===== config.mk =====
export PLATFORM = sky130hd
export DESIGN_NAME = psc_frame_scheduler
export DESIGN_NICKNAME = d
export VERILOG_FILES = /design/src/rtl/psc_frame_scheduler.sv
export SDC_FILE = /design/constraint.sdc
export NUM_CORES = 1
export LEC_CHECK = 0
export CAP_MARGIN = 20
export CELL_PAD_IN_SITES_DETAIL_PLACEMENT = 0
export CELL_PAD_IN_SITES_GLOBAL_PLACEMENT = 1
export CORE_MARGIN = 5
export CORE_UTILIZATION = 34
export CTS_BUF_LIST = sky130_fd_sc_hd__clkbuf_4 sky130_fd_sc_hd__clkbuf_8 sky130_fd_sc_hd__clkbuf_16
export CTS_CLUSTER_DIAMETER = 40
export DETAILED_ROUTE_END_ITERATION = 8
export MAX_ROUTING_LAYER = met4
export PLACE_DENSITY_LB_ADDON = 0.1
export SETUP_SLACK_MARGIN = 0.15
export SLEW_MARGIN = 10
export SYNTH_ARGS = -nofsm -noshare
export SYNTH_HDL_FRONTEND = slang
export SYNTH_SLANG_ARGS = --single-unit

===== constraint.sdc =====
create_clock -name clk -period 1.75 [get_ports clk]
set_input_delay 0.4375 -clock clk [delete_from_list [all_inputs] [get_ports clk]]
set_output_delay 0.4375 -clock clk [all_outputs]
set_load 0.03 [all_outputs]

===== src/rtl/psc_frame_scheduler.sv =====
// Byte-level frame scheduler for the PSC trigger link: arbitrates one trigger source
// against NUM_REQ command requesters and sequences SOF/TYPE/payload/CRC/EOF bytes.
module psc_frame_scheduler #(
  parameter int          NUM_REQ     = 2,
  parameter int          PAYLOAD_LEN = 4,
  parameter int          IDLE_GAP    = 1,
  parameter logic [7:0]  IDLE_BYTE   = 8'hBC,
  parameter logic [7:0]  SOF_BYTE    = 8'h3C,
  parameter logic [7:0]  EOF_BYTE    = 8'hFD,
  parameter logic [7:0]  TRIG_TYPE   = 8'h01,
  localparam int         SEL_W       = (NUM_REQ > 1) ? $clog2(NUM_REQ) : 1,
  localparam int         IDX_W       = (PAYLOAD_LEN > 1) ? $clog2(PAYLOAD_LEN) : 1
) (
  input  logic               clk,
  input  logic               reset,
  input  logic               trigger_pulse,
  input  logic [NUM_REQ-1:0] req,
  input  logic [7:0]         payload_data,
  output logic [SEL_W-1:0]   payload_sel,
  output logic [IDX_W-1:0]   payload_idx,
  output logic               payload_rd,
  output logic [NUM_REQ-1:0] ack,
  output logic [7:0]         tx_byte,
  output logic               is_control_byte,
  output logic               is_crc_byte,
  output logic               crc_reset,
  output logic               busy,
  output logic               trigger_drop
);

  typedef enum logic [2:0] {
    S_IDLE, S_SOF, S_TYPE, S_PAYLOAD, S_CRC, S_EOF, S_GAP
  } state_t;

  state_t             state, state_n;
  logic [SEL_W-1:0]   sel, sel_n, rr_ptr, rr_n, grant;
  logic               is_trig, is_trig_n;
  logic               trig_pending, pend_n, drop_n, trig_grant;
  logic [IDX_W-1:0]   cnt, cnt_n, pidx_n;
  logic [3:0]         gap_cnt, gap_n;
  logic               gap_done, found;
  logic [NUM_REQ-1:0] onehot, ack_n;
  logic [7:0]         tx_n;
  logic               ctrl_n, crcf_n, crcrst_n, rd_n, busy_n;
  int                 j;

  assign payload_sel = sel;
  assign gap_done    = (gap_cnt == 4'(IDLE_GAP - 1));

  // Next-state, pending-trigger bookkeeping and output decode of the next state, so
  // every output register always describes the byte the state register names.
  always_comb begin
    state_n    = state;
    sel_n      = sel;
    rr_n       = rr_ptr;
    is_trig_n  = is_trig;
    cnt_n      = cnt;
    gap_n      = gap_cnt;
    trig_grant = 1'b0;
    found      = 1'b0;
    grant      = '0;
    onehot     = '0;
    j          = 0;

    for (int i = 0; i < NUM_REQ; i++) begin
      j = int'(rr_ptr) + i;
      if (j >= NUM_REQ) j = j - NUM_REQ;
      onehot = NUM_REQ'(1) << j;
      if (!found && ((req & onehot) != '0)) begin
        found = 1'b1;
        grant = SEL_W'(j);
      end
    end

    case (state)
      // The last GAP byte arbitrates like IDLE so back-to-back frames keep exactly IDLE_GAP idles.
      S_IDLE, S_GAP: begin
        if (state == S_GAP && !gap_done) begin
          gap_n = gap_cnt + 4'd1;
        end else if (trig_pending || trigger_pulse) begin
          state_n    = S_SOF;
          is_trig_n  = 1'b1;
          trig_grant = 1'b1;
        end else if (found) begin
          state_n   = S_SOF;
          is_trig_n = 1'b0;
          sel_n     = grant;
          rr_n      = (grant == SEL_W'(NUM_REQ - 1)) ? '0 : grant + SEL_W'(1);
        end else begin
          state_n = S_IDLE;
        end
      end
      S_SOF:  state_n = S_TYPE;
      S_TYPE: begin
        cnt_n   = '0;
        state_n = is_trig ? S_CRC : S_PAYLOAD;
      end
      S_PAYLOAD: begin
        if (cnt == IDX_W'(PAYLOAD_LEN - 1)) state_n = S_CRC;
        else                                cnt_n   = cnt + IDX_W'(1);
      end
      S_CRC:  state_n = S_EOF;
      S_EOF: begin
        state_n = S_GAP;
        gap_n   = '0;
      end
      default: state_n = S_IDLE;
    endcase

    // A pulse coinciding with the grant of an already pending trigger re-arms the flag.
    drop_n = 1'b0;
    pend_n = trig_pending;
    if (trig_grant) begin
      pend_n = trig_pending & trigger_pulse;
    end else if (trigger_pulse) begin
      drop_n = trig_pending;
      pend_n = 1'b1;
    end

    tx_n     = IDLE_BYTE;
    ctrl_n   = 1'b1;
    crcf_n   = 1'b0;
    crcrst_n = 1'b0;
    rd_n     = 1'b0;
    pidx_n   = '0;
    ack_n    = '0;
    busy_n   = 1'b1;
    case (state_n)
      S_SOF: begin
        tx_n     = SOF_BYTE;
        crcrst_n = 1'b1;
      end
      S_TYPE: begin
        tx_n   = is_trig_n ? TRIG_TYPE : 8'h10 + 8'(sel_n);
        ctrl_n = 1'b0;
        rd_n   = !is_trig_n;
      end
      S_PAYLOAD: begin
        tx_n   = payload_data;
        ctrl_n = 1'b0;
        if (cnt_n != IDX_W'(PAYLOAD_LEN - 1)) begin
          rd_n   = 1'b1;
          pidx_n = cnt_n + IDX_W'(1);
        end
      end
      S_CRC: begin
        tx_n   = 8'h00;
        ctrl_n = 1'b0;
        crcf_n = 1'b1;
      end
      S_EOF: begin
        tx_n = EOF_BYTE;
        for (int i = 0; i < NUM_REQ; i++)
          ack_n[i] = !is_trig_n && (sel_n == SEL_W'(i));
      end
      default: busy_n = 1'b0;
    endcase
  end

  // State, arbitration bookkeeping and registered outputs; reset aborts any frame at once.
  always_ff @(posedge clk or posedge reset) begin
    if (reset) begin
      state           <= S_IDLE;
      sel             <= '0;
      rr_ptr          <= '0;
      is_trig         <= 1'b0;
      trig_pending    <= 1'b0;
      cnt             <= '0;
      gap_cnt         <= '0;
      tx_byte         <= IDLE_BYTE;
      is_control_byte <= 1'b1;
      is_crc_byte     <= 1'b0;
      crc_reset       <= 1'b0;
      payload_rd      <= 1'b0;
      payload_idx     <= '0;
      ack             <= '0;
      busy            <= 1'b0;
      trigger_drop    <= 1'b0;
    end else begin
      state           <= state_n;
      sel             <= sel_n;
      rr_ptr          <= rr_n;
      is_trig         <= is_trig_n;
      trig_pending    <= pend_n;
      cnt             <= cnt_n;
      gap_cnt         <= gap_n;
      tx_byte         <= tx_n;
      is_control_byte <= ctrl_n;
      is_crc_byte     <= crcf_n;
      crc_reset       <= crcrst_n;
      payload_rd      <= rd_n;
      payload_idx     <= pidx_n;
      ack             <= ack_n;
      busy            <= busy_n;
      trigger_drop    <= drop_n;
    end
  end

endmodule

# [Word level (Yosys, flattened, before mapping)]
# Index checks and enable logic that the tools add are counted.
[totals] register_bits=31 in_bits=13 out_inout_bits=19 elab_cells=110
[op_classes] n_addsub=8 order_cmp=2 eq_ne=14 n_shift=2 n_mux=43 bitwise_logic=6 reduce_logical=19
[ops] op="$mux 32" n=2
[ops] op="$shl 1x32->2 const A" n=2
[ops] op="$pmux 8 s5" n=1
[ops] op="$mux 1" n=27
[ops] op="$pmux 3 s6" n=1
[ops] op="$eq 3x3->1 const B" n=5
[ops] op="$eq 3x2->1 const B" n=4
[ops] op="$mux 3" n=3
[ops] op="$mux 2" n=4
[ops] op="$pmux 4 s2" n=1
[ops] op="$reduce_bool 2->1" n=4
[ops] op="$add 5x1->6 const A" n=1
[ops] op="$eq 3x1->1 const B" n=2
[ops] op="$mux 6" n=1
[ops] op="$reduce_or 5->1" n=1
[ops] op="$add 2x1->2 const B" n=2
[ops] op="$add 4x1->4 const B" n=1
[ops] op="$and 2x2->2" n=2
[ops] op="$logic_and 1x1->1" n=4
[ops] op="$logic_not 4->1" n=1
[ops] op="$mux 4" n=1
[ops] op="$ne 2x2->1 const B" n=2
[ops] op="$pmux 2 s2" n=1
[ops] op="$reduce_and 4->1" n=1
[ops] op="other kinds (16)" n=20

# [Longest topological paths before layout]
# Gate-level depths: netlist of run 1.
[logic_depth] word_depth=16 ltp_mapped=8 depth_no_buf=8

# [Worst setup path before layout of run 1]
# OpenSTA, ideal clock, no wires.
[synth_path] kind="register to register" from="register gap_cnt[0]" to="register busy" setup_time_ns=0.131 t_arrival_ns=1.790 required_ns=1.619 slack_ns=-0.171 path_stages_with_launch=8 path_buffers=0 synth_period_minus_slack_ns=1.921 path_cell_list="dfrtp_1 -> inv_1 -> ha_1 -> nor3b_4 -> a31oi_4 -> a21oi_2 -> o31a_1 -> or3_1"
[synth_between] elab_chain_cells=8 word_cells_on_any_way=12 cone_classes="eq/ne: 5; mux: 3; reduce/logical: 4"
[synth_lines] element="start: declaration" line="40" source="logic [3:0] gap_cnt, gap_n;"
[synth_lines] element="start signal: assignment" line="186" source="gap_cnt <= gap_n;"
[synth_lines] element="$logic_not 4->1 *" line="48" source="assign gap_done = (gap_cnt == 4'(IDLE_GAP - 1));"
[synth_lines] element="$logic_not 1->1 *" line="78" source="if (state == S_GAP && !gap_done) begin"
[synth_lines] element="$logic_and 1x1->1 *" line="78"
[synth_lines] element="$mux 3 *" line="78"
[synth_lines] element="$pmux 3 s6 *" line="75" source="case (state)"
[synth_lines] element="$eq 3x2->1, or another cell as far along" line="128" source="case (state_n)"
[synth_lines] element="$reduce_or 5->1 (no line) *"
[synth_lines] element="$mux 1 *" line="128"
[synth_lines] element="via busy_n" line="44" source="logic ctrl_n, crcf_n, crcrst_n, rd_n, busy_n;"
[synth_lines] element="end signal: assignment" line="194" source="busy <= busy_n;"
[synth_lines] element="end: declaration" line="27" source="output logic busy,"
# Mark *: on every way through the listed nets, which the timed path passes. The rest lies on a longest branch.
# A chain may end at the register's enable or synchronous reset.

# [Final worst setup path of run 1]
[layout_path] from="register gap_cnt[1]" to="register tx_byte[4]"
[layout_between] word_cells_on_any_way=17 cone_classes="add/sub: 1; eq/ne: 5; mux: 8; reduce/logical: 3"
[layout_lines] element="$logic_not 4->1" line="48"
[layout_lines] element="$logic_not 1->1" line="78"
[layout_lines] element="$logic_and 1x1->1" line="78"
[layout_lines] element="$mux 1" line="78"
[layout_lines] element="$mux 1" line="75"
[layout_lines] element="via is_trig_n" line="37" source="logic is_trig, is_trig_n;"
[layout_lines] element="$mux 6" line="134" source="tx_n = is_trig_n ? TRIG_TYPE : 8'h10 + 8'(sel_n);"
[layout_lines] element="$pmux 8 s5" line="128"
[layout_lines] element="via tx_n[4]" line="43" source="logic [7:0] tx_n;"
[layout_lines] element="end signal: assignment" line="187" source="tx_byte <= tx_n;"
[layout_lines] element="end: declaration" line="23" source="output logic [7:0] tx_byte,"
# The timed path passes the listed nets, and every way through them passes these cells.

==> results of run 1 <==
worst max-delay path, delay by kind of cell (launching register included):
kind	cells	cell delay [ps]
flops	1	390
fa+ha+maj	1	140
compound gates	4	730
buf+inv	2	250
simple gates	1	240
flip-flops by register name (all words and copies together), names as in the netlist, 2 cells and up:
signal,count
tx_byte,8
gap_cnt,4
state,3
ack,2
cnt,2
payload_idx,2
repair_timing:
item                       in CTS  in global routing
setup endpoints to repair      33                 19
buffers inserted                9                  2
resized for setup              52                  9
pin swaps                      20                  5
layout by cell type, fill, tap and decap left out, types with 3 or more instances in the layout:
cell type	instances
sky130_fd_sc_hd__clkdlybuf4s50_1	12
sky130_fd_sc_hd__a22o_1	4
sky130_fd_sc_hd__dfrtp_1	22
sky130_fd_sc_hd__nor2_1	5
sky130_fd_sc_hd__nand3_1	3
sky130_fd_sc_hd__inv_2	3
sky130_fd_sc_hd__dlygate4sd2_1	13
sky130_fd_sc_hd__and2_1	3
sky130_fd_sc_hd__nand2b_1	4
sky130_fd_sc_hd__nand2_1	14
sky130_fd_sc_hd__dfstp_2	6
sky130_fd_sc_hd__buf_6	5
sky130_fd_sc_hd__a21oi_1	3
sky130_fd_sc_hd__o21ai_0	3
sky130_fd_sc_hd__clkdlybuf4s15_2	5
sky130_fd_sc_hd__o21ai_2	3
sky130_fd_sc_hd__buf_4	35
sky130_fd_sc_hd__dfrtp_2	3
sky130_fd_sc_hd__a21o_1	4
sky130_fd_sc_hd__a21oi_2	4
sky130_fd_sc_hd__clkbuf_8	6
sky130_fd_sc_hd__inv_1	6
per-stage QoR:
stage	TNS (ps)	hold WS, ps	total power, mW	instances	setup WS [ps]
6_report	-264	525	4.32	258	-66.5
5_1_grt	-998	546	4.58	258	-135
4_1_cts	-107	525	4.27	256	-37.3
3_5_place_dp	-1740	498	3.39	239	-264
3_3_place_gp	-1450	480	3.37	239	-247
2_1_floorplan	-146	459	2.45	134	-109
final cells by class:
class | count | area [µm²]
clock inverter | 2 | 35.0
timing repair buffer | 71 | 614
tap | 50 | 62.6
clock buffer | 6 | 82.6
multi-input combinational | 89 | 694
sequential | 31 | 787
inverter | 9 | 33.8
fill | 362 | 1750
path summary, 6_finish.rpt:
path                                         from                   end  slack [ps]  depth (start not counted)
min in group asynchronous                   reset   crc_reset$_DFF_PP0_         530                          3
max                        gap_cnt[1]$_DFFE_PP0P_  tx_byte[4]$_DFF_PP1_         -70                          8
min                            rr_ptr$_DFFE_PP0P_    rr_ptr$_DFFE_PP0P_         520                          1
max in group asynchronous                   reset  tx_byte[4]$_DFF_PP1_         900                          3
min reg2reg                    rr_ptr$_DFFE_PP0P_    rr_ptr$_DFFE_PP0P_         520                          1
max reg2reg                gap_cnt[1]$_DFFE_PP0P_  tx_byte[4]$_DFF_PP1_         -70                          8
power by group:
part	internal, mW	switching, mW	leakage [nW]
Clock	0.460	0.262	0.0612
Combinational	1.09	1.31	0.657
Sequential	1.04	0.155	0.381
Total	2.59	1.72	1.10
per-layer routing:
metal	GRT usage, %	part of all wire, %	vias up
met5	-	0	-
met4	4.15	1.0	0
met2	24.4	49	23
met3	4.27	4.9	5
met1	16.9	45	609
li1	-	-	625
cells by family (layout without fill, tap and decap cells):
family,after synthesis,after routing,share of synthesized area (%)
AO/OA/AOI/OAI,39,39,20.6
XOR/XNOR,1,1,0.609
AND/OR/NAND/NOR,45,45,17.2
adder cells (fa/ha/maj),4,4,3.30
flip-flops,31,31,54.4
buffers and inverters,14,88,3.83
==> reports/qor.json, run 1 <==
{
  "final_net_count": {"value": 223},
  "cts_tree": {"value": "yes"},
  "finalClockSkew": {"value": 2.10, "unit": "ps"},
  "insertedDiodeCount": {"value": 0},
  "syn_avg_cell_area": {"value": 10.7, "unit": "µm²"},
  "chipHeight": {"value": 75.1, "unit": "µm"},
  "max_slew_margin": {"value": 74.2, "unit": "%"},
  "synthesis.instances": {"value": 134},
  "grt.overflow.total": {"value": 0},
  "ctsLongestPathBuffers": {"value": 2},
  "fin_crit_sh": {"value": 104, "unit": "%"},
  "synth_top_area_cell": {"value": "sky130_fd_sc_hd__dfrtp_1"},
  "synth-warning-count": {"value": 0},
  "totalWireLength": {"value": 3.72, "unit": "mm"},
  "endpoint_kind": {"value": "flop"},
  "rsz0062_at_grt": {"value": "yes"},
  "critical_path.startpoint_type": {"value": "flop"},
  "place_congestion": {"value": 0.788},
  "cell_chain_critical_path": {"value": "inv_2 -> ha_4 -> nor3b_4 -> a31oi_4 -> buf_4 -> o22ai_4 -> a21oi_2 -> a211o_1"},
  "ys_ff_latch": {"value": 31},
  "start_util": {"value": 35.5, "unit": "%"},
  "number_of_rows_created_at_floorplan": {"value": 23},
  "report.final.setup_viol": {"value": 6},
  "timing_worst_slew_pin_value": {"value": 387, "unit": "ps"},
  "core-area": {"value": 0.00406, "unit": "mm²"},
  "synth_top_area_share": {"value": 43.5, "unit": "%"},
  "slowest_cell_on_the_critical_path": {"value": "sky130_fd_sc_hd__dfrtp_1"},
  "drtAntennaViolNets": {"value": 0},
  "clk_root_buffer_cell": {"value": "sky130_fd_sc_hd__clkbuf_8"},
  "post_synth_num_cell_types": {"value": 43},
  "critical_path_class": {"value": "flop to flop"},
  "register_clock_pin_slew_on_the_reported_worst_setup_and_hold_paths": {"value": 60, "unit": "ps"},
  "drt_iter0_drc": {"value": 40},
  "antenna_found_initial": {"value": 0},
  "area_of_the_die": {"value": 0.00563, "unit": "mm²"},
  "slew_viols_final": {"value": 0},
  "synth_enable_flop_cells": {"value": 0},
  "critical_path.max_fanout": {"value": 6},
  "synthArstFlopShare": {"value": 100, "unit": "%"},
  "final_layout_size_suffix_gt1_share": {"value": 42.3, "unit": "%"},
  "worst-endpoint-arrival": {"value": 2030, "unit": "ps"},
  "via_count_of_the_first_global_routing_pass": {"value": 1327},
  "routed_via_count": {"value": 1262},
  "finish.utilization": {"value": 56.9, "unit": "%"},
  "htree_levels": {"value": 2},
  "cts.sink_count": {"value": 31},
  "number_of_search_and_repair_iterations_in_the_first_detailed_routing_pass": {"value": 3},
  "cts-buffers-inserted": {"value": 5},
  "finalCriticalPeriod": {"value": 1820, "unit": "ps"},
  "num_io_pins": {"value": 32},
  "post_drt_via_cell_ratio": {"value": 4.89},
  "drv.max_cap_violation_count": {"value": 0},
  "netlist_top_cells_count": {"value": "sky130_fd_sc_hd__dfrtp_1, sky130_fd_sc_hd__nand2_1, sky130_fd_sc_hd__inv_1"},
  "finish.instance_area": {"value": 0.00231, "unit": "mm²"},
  "mappedNetlistNets": {"value": 150},
  "post_synth_instance_area": {"value": 0.00144, "unit": "mm²"},
  "wire_length_per_cell": {"value": 14.4, "unit": "µm"},
  "grt_util_all_layers": {"value": 14.6, "unit": "%"},
  "synth_sequential_area_ratio": {"value": 54.4, "unit": "%"},
  "power_density": {"value": 1870, "unit": "mW/mm²"},
  "crit_path_max_incr_delay": {"value": 390, "unit": "ps"},
  "violations": {"value": "negative setup slack"},
  "post-route-worst-setup-slack": {"value": -66.5, "unit": "ps"},
  "grt_max_degree": {"value": 32},
  "finalHoldViolations": {"value": 0},
  "timing.critical_path.required": {"value": 1960, "unit": "ps"},
  "dpl_cell_area": {"value": 0.00202, "unit": "mm²"},
  "portBuffers": {"value": 31},
  "hpwlAfterDp": {"value": 2.58, "unit": "mm"},
  "grt_first_pass_wirelength": {"value": 5.95, "unit": "mm"},
  "ys.flop_type": {"value": "sky130_fd_sc_hd__dfrtp_1"},
  "drt_drc_violations_left": {"value": 0},
  "p_leak": {"value": 1.10, "unit": "nW"},
  "synth_most_common_cell": {"value": "sky130_fd_sc_hd__dfrtp_1"},
  "cts_hold_repair.buffers": {"value": 0},
  "area_growth": {"value": 60.5, "unit": "%"},
  "synth_area_leaders": {"value": "sky130_fd_sc_hd__dfrtp_1, sky130_fd_sc_hd__dfstp_2, sky130_fd_sc_hd__nand2_1, sky130_fd_sc_hd__ha_1, sky130_fd_sc_hd__a22o_1"},
  "fmax": {"value": 551, "unit": "MHz"},
  "floorplan.die.width": {"value": 75.1, "unit": "µm"},
  "vdd.ir_drop.worst": {"value": 0.802, "unit": "mV"},
  "insertion_delay": {"value": 280, "unit": "ps"},
  "status": {"value": "complete, but fails checks"},
  "min_path_type": {"value": "flop to flop"}
}
Power figures use the tool's default switching activity.
==> inputs of run 2 (changes only) <==
- ABC_CLOCK_PERIOD_IN_PS: unset -> 1750
- RECOVER_POWER: unset -> 50
==> run 2 against run 1 <==
Effect of this change:
- the flow still finishes with violations (negative setup slack)
- combinational power is essentially flat
- cell area fell by 0.11%
- clock power about the same
- sequential cell count is the same
- cell count unchanged
- maximum frequency stayed put
- clock skew unchanged
- first-iteration DRC count unchanged
==> reports/qor.json, run 2 (synthesis results as in run 1) <==
{
  "insertion_delay": {"value": 280, "unit": "ps", "change": "about the same"},
  "start_util": {"value": 35.5, "unit": "%", "change": "unchanged"},
  "p_sw": {"value": 1.72, "unit": "mW", "change": "about the same"},
  "post_drt_via_cell_ratio": {"value": 4.89, "change": "unchanged"},
  "power_density": {"value": 1870, "unit": "mW/mm²", "change": "about the same"},
  "grt_util_met1": {"value": 16.9, "unit": "%", "change": "unchanged"},
  "floorplan.die.width": {"value": 75.1, "unit": "µm", "change": "unchanged"},
  "top_usage_layer": {"value": "met2"},
  "cts-buffers-inserted": {"value": 5, "change": "unchanged"},
  "share_seq_of_total_power": {"value": 27.8, "unit": "%", "change": "about the same"},
  "clk_root_buffer_cell": {"value": "sky130_fd_sc_hd__clkbuf_8"},
  "power.clock.fraction": {"value": 16.7, "unit": "%", "change": "about the same"},
  "finish.utilization": {"value": 56.9, "unit": "%", "change": "-0.062 points"},
  "drv.max_cap_violation_count": {"value": 0, "change": "unchanged"},
  "finalHoldViolations": {"value": 0, "change": "unchanged"},
  "grt_first_pass_wirelength": {"value": 5.95, "unit": "mm", "change": "unchanged"},
  "ctsLongestPathBuffers": {"value": 2, "change": "unchanged"},
  "internal_power": {"value": 2.59, "unit": "mW", "change": "about the same"},
  "drtAntennaViolNets": {"value": 0, "change": "unchanged"},
  "cts.sink_count": {"value": 31, "change": "unchanged"},
  "htree_levels": {"value": 2, "change": "unchanged"},
  "top_library_cells_by_usage_in_the_layout_fill_and_taps_aside": {"value": "sky130_fd_sc_hd__buf_4, sky130_fd_sc_hd__dfrtp_1, sky130_fd_sc_hd__nand2_1, sky130_fd_sc_hd__dlygate4sd2_1, sky130_fd_sc_hd__clkdlybuf4s50_1"},
  "combinationalPowerShare": {"value": 55.4, "unit": "%", "change": "about the same"},
  "critical_path.max_fanout": {"value": 6, "change": "unchanged"},
  "wire_length_per_cell": {"value": 14.4, "unit": "µm", "change": "about the same"},
  "finalCriticalPeriod": {"value": 1820, "unit": "ps", "change": "unchanged"},
  "largest_register_ff_count": {"value": 8, "change": "unchanged"},
  "cts_hold_repair.buffers": {"value": 0, "change": "unchanged"},
  "finalClockSkew": {"value": 2.10, "unit": "ps", "change": "unchanged"},
  "final_net_count": {"value": 223, "change": "unchanged"},
  "layout.cells.non_filler": {"value": 258, "change": "unchanged"},
  "report.final.setup_viol": {"value": 6, "change": "unchanged"},
  "hpwlAfterDp": {"value": 2.58, "unit": "mm", "change": "unchanged"},
  "worst-endpoint-arrival": {"value": 2030, "unit": "ps", "change": "about the same"},
  "sw_frac_of_total": {"value": 40.0, "unit": "%", "change": "about the same"},
  "status": {"value": "complete, but fails checks"},
  "antenna_found_initial": {"value": 0, "change": "unchanged"},
  "grt.met3_usage": {"value": 4.27, "unit": "%", "change": "unchanged"},
  "insertedDiodeCount": {"value": 0, "change": "unchanged"},
  "critical_path.startpoint_type": {"value": "flop"},
  "min_path_type": {"value": "flop to flop"},
  "cts_tree": {"value": "yes"},
  "groute.layer.met2.usage": {"value": 24.4, "unit": "%", "change": "unchanged"},
  "core-area": {"value": 0.00406, "unit": "mm²", "change": "unchanged"},
  "area_growth": {"value": 60.3, "unit": "%"},
  "portBuffers": {"value": 31, "change": "unchanged"},
  "chipHeight": {"value": 75.1, "unit": "µm", "change": "unchanged"},
  "routed_via_count": {"value": 1262, "change": "unchanged"},
  "num_io_pins": {"value": 32, "change": "unchanged"},
  "grt_max_degree": {"value": 32, "change": "unchanged"},
  "p_leak": {"value": 1.10, "unit": "nW", "change": "about the same"},
  "place_congestion": {"value": 0.788, "change": "unchanged"},
  "via_count_of_the_first_global_routing_pass": {"value": 1327, "change": "unchanged"},
  "area_of_the_die": {"value": 0.00563, "unit": "mm²", "change": "unchanged"},
  "post-route-worst-setup-slack": {"value": -66.5, "unit": "ps", "change": "unchanged"},
  "grt.overflow.total": {"value": 0, "change": "unchanged"},
  "grt_util_all_layers": {"value": 14.6, "unit": "%", "change": "unchanged"},
  "rsz0062_at_grt": {"value": "yes"},
  "max_slew_margin": {"value": 49.7, "unit": "%", "change": "-24 points"},
  "worst_r2r_path_depth": {"value": 8, "change": "unchanged"},
  "final_layout_size_suffix_gt1_share": {"value": 42.3, "unit": "%", "change": "unchanged"},
  "max_flop_register": {"value": "tx_byte"},
  "timing.critical_path.required": {"value": 1960, "unit": "ps", "change": "about the same"},
  "hold-worst-slack": {"value": 525, "unit": "ps", "change": "unchanged"},
  "violations": {"value": "negative setup slack"},
  "number_of_search_and_repair_iterations_in_the_first_detailed_routing_pass": {"value": 3, "change": "unchanged"},
  "slew_viols_final": {"value": 0, "change": "unchanged"},
  "register_clock_pin_slew_on_the_reported_worst_setup_and_hold_paths": {"value": 60, "unit": "ps", "change": "about the same"},
  "cells_on_worst_hold_path": {"value": 1, "change": "unchanged"},
  "drt_iter0_drc": {"value": 40, "change": "unchanged"},
  "vdd.ir_drop.worst": {"value": 0.802, "unit": "mV", "change": "about the same"},
  "reg.largest.list": {"value": "tx_byte (8), gap_cnt (4), state (3)"},
  "drt_drc_violations_left": {"value": 0, "change": "unchanged"},
  "endpoint_kind": {"value": "flop"},
  "mostFrequentLayoutCell": {"value": "sky130_fd_sc_hd__buf_4"},
  "fin_crit_sh": {"value": 104, "unit": "%", "change": "unchanged"},
  "number_of_rows_created_at_floorplan": {"value": 23, "change": "unchanged"},
  "timing_worst_slew_pin_value": {"value": 754, "unit": "ps", "change": "+367 ps"},
  "fmax": {"value": 551, "unit": "MHz", "change": "unchanged"},
  "dp.cells": {"value": 239, "change": "unchanged"},
  "totalWireLength": {"value": 3.72, "unit": "mm", "change": "about the same"},
  "critical_path_class": {"value": "flop to flop"}
}
[run 2: cell count changes in the layout (fill, tap and decap cells not counted), sizes merged]
cell	delta
clkdlybuf4s50	-1
dlygate4sd3	+1
buf	-1
clkbuf	+1
[run 2: worst paths after layout]
path	start	endpoint	slack, ps
min	rr_ptr$_DFFE_PP0P_	rr_ptr$_DFFE_PP0P_	520
min in group asynchronous	reset	crc_reset$_DFF_PP0_	810
max	gap_cnt[1]$_DFFE_PP0P_	tx_byte[4]$_DFF_PP1_	-70
min reg2reg	rr_ptr$_DFFE_PP0P_	rr_ptr$_DFFE_PP0P_	520
max in group asynchronous	reset	state[1]$_DFF_PP0_	410
max reg2reg	gap_cnt[1]$_DFFE_PP0P_	tx_byte[4]$_DFF_PP1_	-70
[run 2: per-layer routing]
metal | part of all wire (%) | vias up
met5 | 0 | -
li1 | - | 625
met3 | 4.9 | 5
met1 | 45 | 609
met4 | 1.0 | 0
met2 | 49 | 23
[run 2: power by group through the flow]
stage | combinational (mW) | sequential [mW] | clock (mW)
after floorplan | 0.902 | 1.55 | 0
after global placement | 2.17 | 1.20 | 0
after detailed placement | 2.18 | 1.20 | 0
after CTS | 2.33 | 1.20 | 0.741
after global routing | 2.58 | 1.23 | 0.764
final | 2.39 | 1.20 | 0.723
[run 2: layout make-up]
type                            count  area, µm²
Multi-Input combinational cell     89        694
Timing Repair Buffer               71        612
Clock buffer                        6       82.6
Clock inverter                      2       35.0
Inverter                            9       33.8
Tap cell                           50       62.6
Sequential cell                    31        787
Fill cell                         363       1750
[run 2: repair_timing]
item	CTS	global route
setup buffers	9	2
pin swaps	20	5
endpoints found under the setup margin	33	19
gates resized for setup	52	9
[run 2: through the flow]
stage	total power [mW]	instance area, µm²	worst slack, ps	setup TNS [ps]
after floorplan	2.45	1450	-109	-146
final	4.31	2310	-66.5	-264
after global routing	4.58	2310	-135	-998
after detailed placement	3.39	2020	-264	-1740
after global placement	3.37	2020	-247	-1450
after CTS	4.27	2280	-37.3	-107
[run 2: critical path, cell delays in order (launching register included)]
cell and delay (ps):
sky130_fd_sc_hd__dfrtp_1 390, sky130_fd_sc_hd__inv_2 80, sky130_fd_sc_hd__ha_4 140, sky130_fd_sc_hd__nor3b_4 240
sky130_fd_sc_hd__a31oi_4 140, sky130_fd_sc_hd__buf_4 170, sky130_fd_sc_hd__o22ai_4 260, sky130_fd_sc_hd__a21oi_2 90
sky130_fd_sc_hd__a211o_1 240
==> inputs of run 3 (changes only) <==
- CORE_UTILIZATION: 34 -> 42
- DONT_BUFFER_PORTS: unset -> 1
- MAX_ROUTING_LAYER: met4 -> unset
==> run 3 against run 2 <==
Effect of this change:
- non-clock buffer count down 38
- worst setup slack worse by 11 ps
- critical path depth unchanged
- clock skew up 4.4 ps
- die area down 17%
- hold slack worse by 310 ps
- the run still ends with negative setup slack left
- clock power down 20%
- combinational power down 29%
- largest power group unchanged
- first-iteration DRC count down 25%
- cell area down 19%
- cell count down 16%
- largest cell class unchanged
- sequential share of layout area up 7.7 points
==> reports/qor.json, run 3 (synthesis results as in run 1) <==
{
  "status": {"value": "complete, but fails checks"},
  "violations": {"value": "negative setup slack"},
  "top_library_cells_by_usage_in_the_layout_fill_and_taps_aside": {"value": "sky130_fd_sc_hd__buf_4, sky130_fd_sc_hd__dfrtp_1, sky130_fd_sc_hd__nand2_1, sky130_fd_sc_hd__nor2_1, sky130_fd_sc_hd__dfstp_2"},
  "worst-endpoint-arrival": {"value": 2050, "unit": "ps", "change": "+20 ps"},
  "insertedDiodeCount": {"value": 0, "change": "unchanged"},
  "worst_r2r_path_depth": {"value": 8, "change": "unchanged"},
  "post_drt_via_cell_ratio": {"value": 5.27, "change": "+7.7%"},
  "routed_via_count": {"value": 1138, "change": "-9.8%"},
  "register_clock_pin_slew_on_the_reported_worst_setup_and_hold_paths": {"value": 100, "unit": "ps", "change": "+40 ps"},
  "slowest_cell_on_the_critical_path": {"value": "sky130_fd_sc_hd__dfrtp_1"},
  "area_of_the_die": {"value": 0.00470, "unit": "mm²", "change": "-17%"},
  "slew_viols_final": {"value": 0, "change": "unchanged"},
  "r2r_end": {"value": "tx_byte[0]$_DFF_PP0_"},
  "fillCellCount": {"value": 316, "change": "-13%"},
  "post-route-worst-setup-slack": {"value": -77.7, "unit": "ps", "change": "-11.2 ps"},
  "critPathCapture": {"value": "tx_byte[0]$_DFF_PP0_"},
  "grt_first_pass_wirelength": {"value": 5.26, "unit": "mm", "change": "-12%"},
  "finalHoldViolations": {"value": 0, "change": "unchanged"},
  "worst_setup_slack_after_placement": {"value": -18.6, "unit": "ps", "change": "+246 ps"},
  "grt.met3_usage": {"value": 6.32, "unit": "%", "change": "+2.0 points"},
  "cell_chain_critical_path": {"value": "inv_2 -> ha_4 -> nor3b_4 -> a31oi_4 -> nor3_2 -> a31o_2 -> inv_2 -> o31a_1"},
  "area_growth": {"value": 30.6, "unit": "%"},
  "drt_iter0_drc": {"value": 30, "change": "-25%"},
  "place_congestion": {"value": 0.748, "change": "-5.1%"},
  "report.final.setup_viol": {"value": 6, "change": "unchanged"},
  "drv.max_cap_violation_count": {"value": 0, "change": "unchanged"},
  "cts_tree": {"value": "yes"},
  "cts.sink_count": {"value": 31, "change": "unchanged"},
  "fin_crit_sh": {"value": 104, "unit": "%", "change": "+0.64 points"},
  "hold-worst-slack": {"value": 211, "unit": "ps", "change": "-314 ps"},
  "endpoint_kind": {"value": "flop"},
  "vdd.ir_drop.worst": {"value": 0.872, "unit": "mV", "change": "+8.7%"},
  "cts-buffers-inserted": {"value": 5, "change": "unchanged"},
  "floorplan.die.width": {"value": 68.5, "unit": "µm", "change": "-8.7%"},
  "final_layout_size_suffix_gt1_share": {"value": 39.4, "unit": "%", "change": "-2.9 points"},
  "portBuffers": {"value": 0, "change": "-100%"},
  "chipHeight": {"value": 68.5, "unit": "µm", "change": "-8.7%"},
  "via_count_of_the_first_global_routing_pass": {"value": 1151, "change": "-13%"},
  "top_usage_layer": {"value": "met2"},
  "start_util": {"value": 43.1, "unit": "%", "change": "+7.7 points"},
  "num_io_pins": {"value": 32, "change": "unchanged"},
  "ctsLongestPathBuffers": {"value": 2, "change": "unchanged"},
  "grt_max_degree": {"value": 22, "change": "-31%"},
  "power_density": {"value": 2070, "unit": "mW/mm²", "change": "+11%"},
  "timing.critical_path.required": {"value": 1970, "unit": "ps", "change": "about the same"},
  "number_of_rows_created_at_floorplan": {"value": 21, "change": "-8.7%"},
  "critical_path_class": {"value": "flop to flop"},
  "timing_worst_slew_pin_value": {"value": 521, "unit": "ps", "change": "-233 ps"},
  "number_of_search_and_repair_iterations_in_the_first_detailed_routing_pass": {"value": 4, "change": "+1"},
  "max_flop_register": {"value": "tx_byte"},
  "clk_root_buffer_cell": {"value": "sky130_fd_sc_hd__clkbuf_4"},
  "critical_path.max_fanout": {"value": 4, "change": "-2"},
  "drt_drc_violations_left": {"value": 0, "change": "unchanged"},
  "final_net_count": {"value": 185, "change": "-17%"},
  "crit_path_max_incr_delay": {"value": 400, "unit": "ps", "change": "about the same"},
  "hpwlAfterDp": {"value": 2.46, "unit": "mm", "change": "-4.7%"},
  "finalClockSkew": {"value": 6.48, "unit": "ps", "change": "+4.37 ps"},
  "wire_length_per_cell": {"value": 15.9, "unit": "µm", "change": "+10%"},
  "worst_path_most_repeated_cell": {"value": "sky130_fd_sc_hd__inv_2"},
  "reg.largest.list": {"value": "tx_byte (8), gap_cnt (4), state (3)"},
  "totalWireLength": {"value": 3.44, "unit": "mm", "change": "-7.6%"},
  "rsz0062_at_grt": {"value": "yes"},
  "core-area": {"value": 0.00334, "unit": "mm²", "change": "-18%"},
  "drtAntennaViolNets": {"value": 0, "change": "unchanged"},
  "min_path_type": {"value": "primary input to flop"},
  "finalCriticalPeriod": {"value": 1830, "unit": "ps", "change": "+11.2 ps"},
  "max_slew_margin": {"value": 65.2, "unit": "%", "change": "+16 points"},
  "grt_util_all_layers": {"value": 15.6, "unit": "%", "change": "+1.0 points"},
  "insertion_delay": {"value": 330, "unit": "ps", "change": "+50 ps"},
  "htree_levels": {"value": 2, "change": "unchanged"},
  "p_leak": {"value": 0.869, "unit": "nW", "change": "-21%"},
  "grt.overflow.total": {"value": 0, "change": "unchanged"},
  "grt_util_met1": {"value": 18.4, "unit": "%", "change": "+1.4 points"},
  "antenna_found_initial": {"value": 0, "change": "unchanged"},
  "r2r_slack": {"value": -80, "unit": "ps", "change": "about the same"},
  "finish.utilization": {"value": 56.3, "unit": "%", "change": "-0.54 points"},
  "mostFrequentLayoutCell": {"value": "sky130_fd_sc_hd__buf_4"},
  "groute.layer.met2.usage": {"value": 25.6, "unit": "%", "change": "+1.3 points"},
  "critical_path.startpoint_type": {"value": "flop"},
  "cp-startpoint": {"value": "gap_cnt[1]$_DFFE_PP0P_"},
  "rr_startpoint": {"value": "gap_cnt[1]$_DFFE_PP0P_"},
  "largest_register_ff_count": {"value": 8, "change": "unchanged"},
  "fmax": {"value": 547, "unit": "MHz", "change": "-0.61%"}
}
run 3: worst min-delay path by stage:
stage / cells after the start / endpoint / slack (ps) / start
CTS: 1 / rr_ptr$_DFFE_PP0P_ / 190 / req[1]
global placement: 1 / tx_byte[0]$_DFF_PP0_ / 350 / reset
global route: 1 / rr_ptr$_DFFE_PP0P_ / 200 / req[1]
finish: 1 / rr_ptr$_DFFE_PP0P_ / 210 / req[1]
floorplan: 1 / rr_ptr$_DFFE_PP0P_ / 460 / rr_ptr$_DFFE_PP0P_
detailed placement: 1 / tx_byte[0]$_DFF_PP0_ / 360 / reset
run 3: per-stage QoR:
step                      total power, mW  cells  area, µm²  TNS [ps]
after global placement               3.04    203       1710     -15.4
after floorplan                      2.45    134       1450      -146
after CTS                            3.73    213       1840      -139
after detailed placement             3.06    203       1710     -51.3
after global routing                 4.12    216       1880     -1140
final                                3.89    216       1880      -226
run 3: routing by layer:
| layer | share of wire (%) | wire (µm) |
|---|---|---|
| met4 | 1.2 | 42 |
| met3 | 7.2 | 247 |
| met2 | 50 | 1710 |
| met5 | 0 | 0 |
| met1 | 42 | 1440 |
run 3: what timing repair did:
| item | in CTS | in global routing |
|---|---|---|
| setup buffers | 1 | 3 |
| endpoints found under the hold margin | 9 | 0 |
| setup endpoints to repair | 14 | 19 |
| hold buffers | 1 | 0 |
| pin swaps | 2 | 4 |
| resized for setup | 6 | 11 |
run 3: layout make-up:
| cell class | count | area (µm²) | share of cell area (%) |
|---|---|---|---|
| Clock buffer | 6 | 51.3 | 2.73 |
| Clock inverter | 2 | 35.0 | 1.86 |
| Inverter | 9 | 37.5 | 2.00 |
| Multi-Input combinational cell | 89 | 657 | 35.0 |
| Sequential cell | 31 | 786 | 41.8 |
| Tap cell | 46 | 57.6 | 3.06 |
| Timing Repair Buffer | 33 | 255 | 13.6 |
run 3: power by group:
group	leakage, nW	internal (mW)	switching (mW)	total (mW)
sequential	0.382	1.05	0.555	1.61
clock	0.0482	0.337	0.243	0.580
combinational	0.439	0.866	0.835	1.70
total	0.869	2.26	1.63	3.89
run 3: critical path, delay by kind of cell, from the launching register on:
family | cells | cell delay, ps
compound gates | 3 | 590
fa+ha+maj | 1 | 130
buf+inv | 2 | 130
flops | 1 | 400
simple gates | 2 | 480
==> patch (settings of run 1) <==
The parameter `EOF_BYTE` goes from 8'hFD to 8'h7E.
--- a/src/rtl/psc_frame_scheduler.sv
+++ b/src/rtl/psc_frame_scheduler.sv
@@ -7,5 +7,5 @@
   parameter logic [7:0]  IDLE_BYTE   = 8'hBC,
   parameter logic [7:0]  SOF_BYTE    = 8'h3C,
-  parameter logic [7:0]  EOF_BYTE    = 8'hFD,
+  parameter logic [7:0]  EOF_BYTE    = 8'h7E,
   parameter logic [7:0]  TRIG_TYPE   = 8'h01,
   localparam int         SEL_W       = (NUM_REQ > 1) ? $clog2(NUM_REQ) : 1,
Formal check against the unedited RTL: not equivalent (Yosys sat finds a counterexample within 10 cycles, from zero or initial values and one cycle with reset high).
==> patch against run 1 <==
  * The flow still finishes with violations (negative setup slack)
  * Sequential cell count stayed put
  * Global-route usage is 0.31 points higher
  * Area after synthesis is 0.35% higher
  * Synthesized cell count is 1.5% higher
  * Wire length is 1.8% lower
  * Design area is 8.0% lower
  * Worst setup slack worse by 0.19 ns
  * Sequential power is 3% lower
  * Power is 8.0% lower
  * Critical path type unchanged
  * Critical endpoint unchanged
  * Largest power group unchanged
==> patch: results (changes against run 1) <==
| Metric | Value |
|---|---|
| Layout cell share with drive strength beyond 1 | `36.22% (was 42.31%)` |
| Unique masters post-synth | `39 (was 43)` |
| Gr usage total | `14.87% (was 14.56%)` |
| Final setup margin | `-0.2583 ns (was -0.06647 ns)` |
| Met2 WL | `1.842 mm (was 1.827 mm)` |
| H-Tree Depth | `2 (unchanged)` |
| Hpwl dp | `2.591 mm (was 2.581 mm)` |
| CP Data Arrival Time | `2.21 ns (was 2.03 ns)` |
| Via count | `1201 (was 1262)` |
| Status | `finished with violations (unchanged)` |
| Number of global-route vias before repair | `1277 (was 1327)` |
| CP max stage cell | `or3b_4 (was dfrtp_1)` |
| Met2 Use GR | `22.82% (was 24.37%)` |
| Pre-CTS WS | `-0.3519 ns (was -0.2644 ns)` |
| Routed wl met3 | `149 um (was 182 um)` |
| Sequential-to-total area share from yosys stat | `54.25% (was 54.43%)` |
| Largest stage delay on the critical path | `0.41 ns (was 0.39 ns)` |
| Failing checks | `negative setup slack (unchanged)` |
| Wl on met1 | `1.613 mm (was 1.672 mm)` |
| Least-Margin Pin Slew | `0.4492 ns (was 0.3874 ns)` |
| Commonest cells post-synth | `25 x dfrtp_1, 20 x nand2_1, 14 x o21ai_0 (was 25 x dfrtp_1, 15 x nand2_1, 8 x inv_1)` |
| Worst VDD drop | `0.0008844 V (was 0.0008024 V)` |
| Iter 0 DRT Violations | `69 (was 40)` |
| PD cells | `1868 nW/um^2 (about the same)` |
| Fillcell total | `366 (was 362)` |
| Synth top area cells | `dfrtp_1 43%, dfstp_2 11%, nand2_1 5.2% (was dfrtp_1 43%, dfstp_2 11%, nand2_1 3.9%)` |
| Routability Congestion | `0.7942 (was 0.7884)` |
| Pre-antenna DRT Iters | `4 (was 3)` |
| P_leak | `1.023 nW (was 1.099 nW)` |
| Hold Crit Depth | `1 (unchanged)` |
| Final setup viols | `11 (was 6)` |
| Met1 Track Usage GR | `18.86% (was 16.93%)` |
| Final non-filler cell total | `246 (was 258)` |
| Synthesized Nets | `152 (was 150)` |
| Placed instance count | `233 (was 239)` |
| FF-to-FF path depth | `7 (was 8)` |
| Global-route wire length before repair | `6.085 mm (was 5.954 mm)` |
| Area after DPL | `1942 um^2 (was 2021 um^2)` |
| Routed WL | `3.655 mm (was 3.721 mm)` |
| Clock skew | `0.004598 ns (was 0.002104 ns)` |
[patch: cell count changes after synthesis, sizes merged, moves of 3 or more]
cell    delta
a21oi      +5
a22o       -4
nand2      +5
nand2b     -4
nor2b      -3
nor3       +4
o21ai      +6
[patch: area by class of cell]
cell class | count | area share, %
Sequential cell | 31 | 36.87
Inverter | 9 | 1.590
Multi-Input combinational cell | 91 | 30.45
Timing Repair Buffer | 57 | 23.67
Clock buffer | 7 | 4.240
Tap cell | 50 | 2.945
Clock inverter | 1 | 0.2356
[patch: through the flow]
step / total power [mW] / setup TNS [ns] / hold slack (ns)
6_report: 3.969 / -1.995 / 0.4862
5_1_grt: 4.258 / -2.686 / 0.5161
4_1_cts: 3.849 / -1.887 / 0.4919
3_5_place_dp: 3.251 / -3.315 / 0.4830
3_3_place_gp: 3.228 / -2.988 / 0.4773
2_1_floorplan: 2.481 / -0.7297 / 0.4588
[patch: kinds of logic (layout without fill, tap and decap cells)]
logic type / after synthesis / in the layout / synth area share, %
AOI/OAI and AO/OA: 41 / 41 / 20.45
xor gates and xnor gates: 1 / 1 / 0.6067
adders and majority gates: 4 / 4 / 3.293
buffers and inverters: 14 / 74 / 5.979
DFF: 31 / 31 / 54.25
and+or+nand+nor: 45 / 45 / 15.43
[patch: timing repair]
| action | CTS | global route |
|---|---|---|
| pin swaps | 2 | 6 |
| endpoints found under the setup margin | 37 | 25 |
| gates resized for setup | 38 | 17 |
| buffers inserted | 2 | 3 |
[patch: power by group]
part	internal [mW]	switching, mW	leakage, nW
logic	0.933	1.29	0.591
registers	1.03	0.125	0.380
clock network	0.332	0.255	0.0517
total	2.30	1.67	1.02
